===== src/rtl/sddr_pkg.sv =====
// Shared definitions for the DDR3 power-up/initialization sequencer.
package sddr_pkg;

  // Command encodings as {ras_n, cas_n, we_n}
  localparam logic [2:0] CMD_NOP  = 3'b111;
  localparam logic [2:0] CMD_MRS  = 3'b000;
  localparam logic [2:0] CMD_ZQCL = 3'b110;

  // Address bit that selects "long" calibration on ZQ commands
  localparam int A10_BIT = 10;

  typedef enum logic [3:0] {
    ST_RESET_HOLD,
    ST_CKE_WAIT,
    ST_TXPR_WAIT,
    ST_MRS2,
    ST_MRS3,
    ST_MRS1,
    ST_MRS0,
    ST_MOD_WAIT,
    ST_ZQCL,
    ST_ZQ_WAIT,
    ST_DONE
  } sddr_init_state_t;

  function automatic int unsigned sddr_max(input int unsigned a, input int unsigned b);
    return (a > b) ? a : b;
  endfunction

endpackage


===== src/rtl/sddr_init_sequencer.sv =====
// DDR3 power-up sequencer: reset hold, CKE wait, MR2/MR3/MR1/MR0, ZQCL, done.
// Outputs are registered decodes of the current state, so the pins lag the
// state register by one cycle; the reset state therefore already counts as
// the first RESET_HOLD cycle.
module sddr_init_sequencer
  import sddr_pkg::*;
#(
  parameter int unsigned BANK_BITS         = 3,
  parameter int unsigned ROW_BITS          = 13,
  parameter int unsigned RESET_HOLD_CYCLES = 40000,
  parameter int unsigned CKE_WAIT_CYCLES   = 100000,
  parameter int unsigned TXPR_CYCLES       = 72,
  parameter int unsigned TMRD_CYCLES       = 4,
  parameter int unsigned TMOD_CYCLES       = 12,
  parameter int unsigned TZQINIT_CYCLES    = 512,
  parameter logic [ROW_BITS-1:0] MR0_VALUE = '0,
  parameter logic [ROW_BITS-1:0] MR1_VALUE = '0,
  parameter logic [ROW_BITS-1:0] MR2_VALUE = '0,
  parameter logic [ROW_BITS-1:0] MR3_VALUE = '0
) (
  input  logic                 in_ddr_clock_i,
  input  logic                 in_reset_i,
  output logic                 phy_clk_en_o,
  output logic                 ddr_reset_n_o,
  output logic                 cke_o,
  output logic                 ras_n_o,
  output logic                 cas_n_o,
  output logic                 we_n_o,
  output logic [BANK_BITS-1:0] ba_o,
  output logic [ROW_BITS-1:0]  addr_o,
  output logic                 odt_o,
  output logic                 init_done_o
);

  localparam int unsigned MAX_CYC = sddr_max(
      sddr_max(sddr_max(RESET_HOLD_CYCLES, CKE_WAIT_CYCLES), sddr_max(TXPR_CYCLES, TMRD_CYCLES)),
      sddr_max(TMOD_CYCLES, TZQINIT_CYCLES));
  localparam int CNT_W = $clog2(MAX_CYC) + 1;

  typedef logic [CNT_W-1:0] cnt_t;

  // Counter load values (N-1). MRS0 and ZQCL are single-cycle states whose
  // trailing NOPs live in MOD_WAIT / ZQ_WAIT, hence the N-2 loads there.
  localparam cnt_t LD_RH   = cnt_t'(RESET_HOLD_CYCLES - 1);
  localparam cnt_t LD_CKE  = cnt_t'(CKE_WAIT_CYCLES - 1);
  localparam cnt_t LD_TXPR = cnt_t'(TXPR_CYCLES - 1);
  localparam cnt_t LD_MRD  = cnt_t'(TMRD_CYCLES - 1);
  localparam cnt_t LD_MOD  = cnt_t'(TMOD_CYCLES - 2);
  localparam cnt_t LD_ZQ   = cnt_t'(TZQINIT_CYCLES - 2);

  localparam bit PARAMS_OK = (RESET_HOLD_CYCLES >= 1) && (CKE_WAIT_CYCLES >= 1) &&
                             (TXPR_CYCLES >= 1) && (TMRD_CYCLES >= 2) &&
                             (TMOD_CYCLES >= 2) && (TZQINIT_CYCLES >= 2) &&
                             (ROW_BITS > A10_BIT);

  sddr_init_state_t state_reg, state_next;
  cnt_t             cnt_reg, cnt_next;

  logic                 phy_clk_en_reg, phy_clk_en_next;
  logic                 reset_n_reg, reset_n_next;
  logic                 cke_reg, cke_next;
  logic [2:0]           cmd_reg, cmd_next;
  logic [BANK_BITS-1:0] ba_reg, ba_next;
  logic [ROW_BITS-1:0]  addr_reg, addr_next;
  logic                 done_reg, done_next;

  logic cnt_last;
  logic mrd_first;

  assign cnt_last  = (cnt_reg == '0);
  assign mrd_first = (cnt_reg == LD_MRD);

  // Next state, counter reload and pin decode of the current state
  always_comb begin
    state_next      = state_reg;
    cnt_next        = cnt_reg - cnt_t'(1);
    phy_clk_en_next = 1'b1;
    reset_n_next    = 1'b1;
    cke_next        = 1'b1;
    cmd_next        = CMD_NOP;
    ba_next         = '0;
    addr_next       = '0;
    done_next       = 1'b0;
    case (state_reg)
      ST_RESET_HOLD: begin
        reset_n_next = 1'b0;
        cke_next     = 1'b0;
        if (cnt_last) begin
          state_next = ST_CKE_WAIT;
          cnt_next   = LD_CKE;
        end
      end
      ST_CKE_WAIT: begin
        cke_next = 1'b0;
        if (cnt_last) begin
          state_next = ST_TXPR_WAIT;
          cnt_next   = LD_TXPR;
        end
      end
      ST_TXPR_WAIT: begin
        if (cnt_last) begin
          state_next = ST_MRS2;
          cnt_next   = LD_MRD;
        end
      end
      ST_MRS2: begin
        if (mrd_first) begin
          cmd_next  = CMD_MRS;
          ba_next   = BANK_BITS'(2);
          addr_next = MR2_VALUE;
        end
        if (cnt_last) begin
          state_next = ST_MRS3;
          cnt_next   = LD_MRD;
        end
      end
      ST_MRS3: begin
        if (mrd_first) begin
          cmd_next  = CMD_MRS;
          ba_next   = BANK_BITS'(3);
          addr_next = MR3_VALUE;
        end
        if (cnt_last) begin
          state_next = ST_MRS1;
          cnt_next   = LD_MRD;
        end
      end
      ST_MRS1: begin
        if (mrd_first) begin
          cmd_next  = CMD_MRS;
          ba_next   = BANK_BITS'(1);
          addr_next = MR1_VALUE;
        end
        if (cnt_last) begin
          state_next = ST_MRS0;
          cnt_next   = '0;
        end
      end
      ST_MRS0: begin
        cmd_next   = CMD_MRS;
        addr_next  = MR0_VALUE;
        state_next = ST_MOD_WAIT;
        cnt_next   = LD_MOD;
      end
      ST_MOD_WAIT: begin
        if (cnt_last) begin
          state_next = ST_ZQCL;
          cnt_next   = '0;
        end
      end
      ST_ZQCL: begin
        cmd_next           = CMD_ZQCL;
        addr_next[A10_BIT] = 1'b1;
        state_next         = ST_ZQ_WAIT;
        cnt_next           = LD_ZQ;
      end
      ST_ZQ_WAIT: begin
        if (cnt_last) begin
          state_next = ST_DONE;
          cnt_next   = '0;
        end
      end
      ST_DONE: begin
        done_next = 1'b1;
        cnt_next  = cnt_reg;
      end
      default: begin
        state_next = ST_RESET_HOLD;
        cnt_next   = LD_RH;
      end
    endcase
  end

  // State, shared counter and registered pins; reset restarts the sequence
  always_ff @(posedge in_ddr_clock_i or posedge in_reset_i) begin
    if (in_reset_i) begin
      state_reg      <= ST_RESET_HOLD;
      cnt_reg        <= LD_RH;
      phy_clk_en_reg <= 1'b0;
      reset_n_reg    <= 1'b0;
      cke_reg        <= 1'b0;
      cmd_reg        <= CMD_NOP;
      ba_reg         <= '0;
      addr_reg       <= '0;
      done_reg       <= 1'b0;
    end else begin
      state_reg      <= state_next;
      cnt_reg        <= cnt_next;
      phy_clk_en_reg <= phy_clk_en_next;
      reset_n_reg    <= reset_n_next;
      cke_reg        <= cke_next;
      cmd_reg        <= cmd_next;
      ba_reg         <= ba_next;
      addr_reg       <= addr_next;
      done_reg       <= done_next;
    end
  end

  assign phy_clk_en_o  = phy_clk_en_reg;
  assign ddr_reset_n_o = reset_n_reg;
  assign cke_o         = cke_reg;
  assign ras_n_o       = cmd_reg[2];
  assign cas_n_o       = cmd_reg[1];
  assign we_n_o        = cmd_reg[0];
  assign ba_o          = ba_reg;
  assign addr_o        = addr_reg;
  assign odt_o         = 1'b0;
  assign init_done_o   = done_reg;

  // Timing parameters too small to leave a NOP between commands are rejected
  param_check: assert property (@(posedge in_ddr_clock_i) PARAMS_OK);

endmodule


===== config.mk =====
export PLATFORM = sky130hd
export DESIGN_NAME = sddr_init_sequencer
export DESIGN_NICKNAME = d
export VERILOG_FILES = /design/src/rtl/sddr_pkg.sv /design/src/rtl/sddr_init_sequencer.sv
export SDC_FILE = /design/constraint.sdc
export NUM_CORES = 1
export LEC_CHECK = 0
export CORE_MARGIN = 2
export CORE_UTILIZATION = 55
export CTS_CLUSTER_DIAMETER = 200
export CTS_CLUSTER_SIZE = 14
export DETAILED_ROUTE_END_ITERATION = 10
export PLACE_DENSITY = 0.76
export SLEW_MARGIN = 20
export SYNTH_ARGS = -nofsm -noshare
export SYNTH_HDL_FRONTEND = slang
export SYNTH_SLANG_ARGS = --single-unit

===== constraint.sdc =====
create_clock -name in_ddr_clock_i -period 3.8 [get_ports in_ddr_clock_i]
set_input_delay 0.38 -clock in_ddr_clock_i [delete_from_list [all_inputs] [get_ports in_ddr_clock_i]]
set_output_delay 0.38 -clock in_ddr_clock_i [all_outputs]
set_load 0.05 [all_outputs]

==> summary.txt <==
Clocking
  • CTS buffer count: 5
  • Longest Clk Path Bufs: 2
  • CTS hold repair buffers: 0
  • Post_cts resized: 0
  • Worst-path clk slew: 0.09 ns
  • CTS HTree Levels: 2
  • Clock Latency Late Sink: 0.33 ns
  • Total setup buffers inserted after CTS: 0
  • Clock Tree Root: clkbuf_4
  • Clk sinks: 31
  • CTS tree: built

Floorplanning
  • Overall die width: 63.2 um
  • Die ar.: 3990 um2
  • FP Rows: 21
  • Die Y: 63.2 um
  • I/O pins: 26
  • Initial core utilization: 0.577
  • Core area: 3340 um2

Global routing
  • Initial antenna violation count: 0
  • Largest net degree at the start of global routing: 32
  • Overall routing resource usage: 0.225
  • First-pass GRT wire length: 7070 um
  • Vias in the first global route: 1,422
  • GRT overflow: 0

Synthesis
  • Leading area contributor after synthesis: dfrtp_1
  • Synth Flop Type: dfrtp_1
  • Syn_area_per_cell: 8.75 um2
  • Synth unique cells: 51
  • Gate Count Post-Synth: 220
  • Number of synthesized flops with an enable pin: 0
  • Synth async-reset ratio: 1.00
  • Post-synth top area share: 0.247
  • Synth Register Bits: 31
  • Synth Warn #: 0
  • Synthesized area: 1930 um2
  • Sequential fraction of the synthesis area: 0.411
  • Area contributors post-synth: dfrtp_1, dfstp_2, buf_4

STA
  • Final setup violating endpoints: 0
  • RSZ-0062 raised after global routing: false
  • Slew HR: 0.492
  • Worst-margin pin slew: 0.760 ns
  • Final Cycle Share: 0.666
  • Fin Setup TNS: 0 ns
  • Post-route setup slack: 1.27 ns
  • Max Clock Freq: 395 MHz
  • Final number of hold-violating endpoints: 0
  • Tmin final: 2.53 ns
  • Pins over their slew limit: 0
  • Setup Skew: 0.00166 ns

Layout
  • Ant. Diodes: 0
  • Final core utilization: 0.612
  • Most common cell after layout, fill and taps aside: nor2_1
  • Ratio of cells with drive above 1 in the final layout: 0.141
  • Largest register FFs: 18
  • Area delta synth->final: 5.98%
  • Final nets: 231
  • Most frequent cells in the layout: nor2_1, nand2_1, dfrtp_1, conb_1, o21ai_0
  • Finished Cell Area: 2040 um2
  • Fillcell total: 303

Power
  • Leakage: 0.858 nW
  • Power per cell area: 278 nW/um2
  • Net Sw Frac: 0.261
  • Worst VDD drop: 0.133 mV
  • Combinational share of power: 0.072
  • NetSw: 0.000148 W
  • Int Pwr: 0.000419 W
  • Register share of total power: 0.584
  • Clock network power share: 0.344

Job
  • Maxcap violations: 0

Worst setup path
  • RR Startpoint: cnt_reg[0]
  • Crit path required time: 4.02 ns
  • Crit. End Element: register
  • Largest fanout on the critical path: 11
  • Critical path type: reg2reg
  • Crit path launch type: register
  • Setup crit start: cnt_reg[0]
  • Critical Path AT: 2.76 ns

Detailed routing
  • First-pass detailed-route iteration total: 4
  • Vias per cell: 5.94
  • DR vias: 1,622
  • Iteration-0 DRC Markers: 151
  • Remaining DRCs: 0
  • Final WL: 4060 um
  • Avg WL per Cell: 14.9 um
  • Antenna viol nets, final: 0

Worst hold path
  • Worst Hold Class: in2async

Placement
  • DPL Wire Length: 2850 um
  • Placer congestion estimate: 0.975
  • Port bufs: 11
  • Instance area after placement: 1980 um2
  • Post-place setup slack: 1.33 ns

Run status
  • Status: finished, final reports clean
[power by group through the flow]
stage / clock, W / sequential [W] / combinational, W
4_1_cts: 0.000200 / 0.000331 / 0.0000413
5_1_grt: 0.000213 / 0.000331 / 0.0000434
2_1_floorplan: 0 / 0.000339 / 0.0000461
3_5_place_dp: 0 / 0.000337 / 0.0000413
6_report: 0.000195 / 0.000331 / 0.0000409
3_3_place_gp: 0 / 0.000337 / 0.0000413
[final timing paths]
kind	endpoint	slack, ns	cells after the start
worst max-delay path	cnt_reg[7]	1.27	7
worst min-delay path	cnt_reg[13]	0.41	3
worst max register to register	cnt_reg[7]	1.27	7
worst min register to register	cnt_reg[1]	0.53	2
max in group asynchronous	cnt_reg[11]	3.07	3
min in group in_ddr_clock_i	cnt_reg[1]	0.53	2
[cell type report]
type / instances / area (um2) / area share
clock buffer: 6 / 51.3 / 0.0251
clock inverter: 1 / 5.00 / 0.00245
inverter: 7 / 26.3 / 0.0129
multi-input combinational: 170 / 992 / 0.486
sequential: 31 / 791 / 0.387
tap: 46 / 57.6 / 0.0282
timing repair buffer: 12 / 118 / 0.0576
[cell usage after synthesis (3+ instances only)]
library cell	instances
o22a_1	3
inv_1	7
buf_4	17
dfrtp_1	19
o21ai_0	13
nand2b_1	3
dfstp_2	12
or3_1	4
buf_2	6
nor2_1	25
nand2_1	20
a21oi_1	8
nor3_1	10
a31oi_1	5
o31ai_1	3
nand3_1	7
and3_1	5
nor2b_1	3
or2_2	3
a311oi_1	3
a211oi_1	3
[logic make-up (layout without fill, tap and decap cells)]
kind of cell | count (synthesis) | count (layout) | share of synthesized area
compound gates | 59 | 59 | 0.220
buf+inv | 32 | 26 | 0.0994
other cells | 2 | 15 | 0.00390
flops | 31 | 31 | 0.411
fa+ha+maj | 2 | 2 | 0.0130
xor+xnor | 3 | 3 | 0.0136
simple gates | 91 | 91 | 0.239
[critical path, stage by stage (launching register included)]
cell and delay (ns):
dfstp_2 0.40, inv_1 0.09, ha_1 0.19, nor3b_2 0.36, nand3_1 0.26, nor2_1 0.65
o21ai_0 0.16, a211o_1 0.31
[layer usage]
layer | up-vias | track usage | wire length (um)
li1 | 781 | - | -
met1 | 764 | 0.329 | 1910
met2 | 68 | 0.326 | 1800
met3 | 9 | 0.0571 | 269
met4 | 0 | 0.0788 | 80
met5 | - | 0 | 0
[metrics by stage]
stage | total power (W) | instances | hold WS, ns
after global routing | 0.000587 | 273 | 0.483
after global placement | 0.000378 | 266 | 0.504
after floorplan | 0.000385 | 233 | 0.475
after CTS | 0.000572 | 273 | 0.419
final | 0.000567 | 273 | 0.406
after detailed placement | 0.000378 | 266 | 0.519
Power figures use the tool's default switching activity.
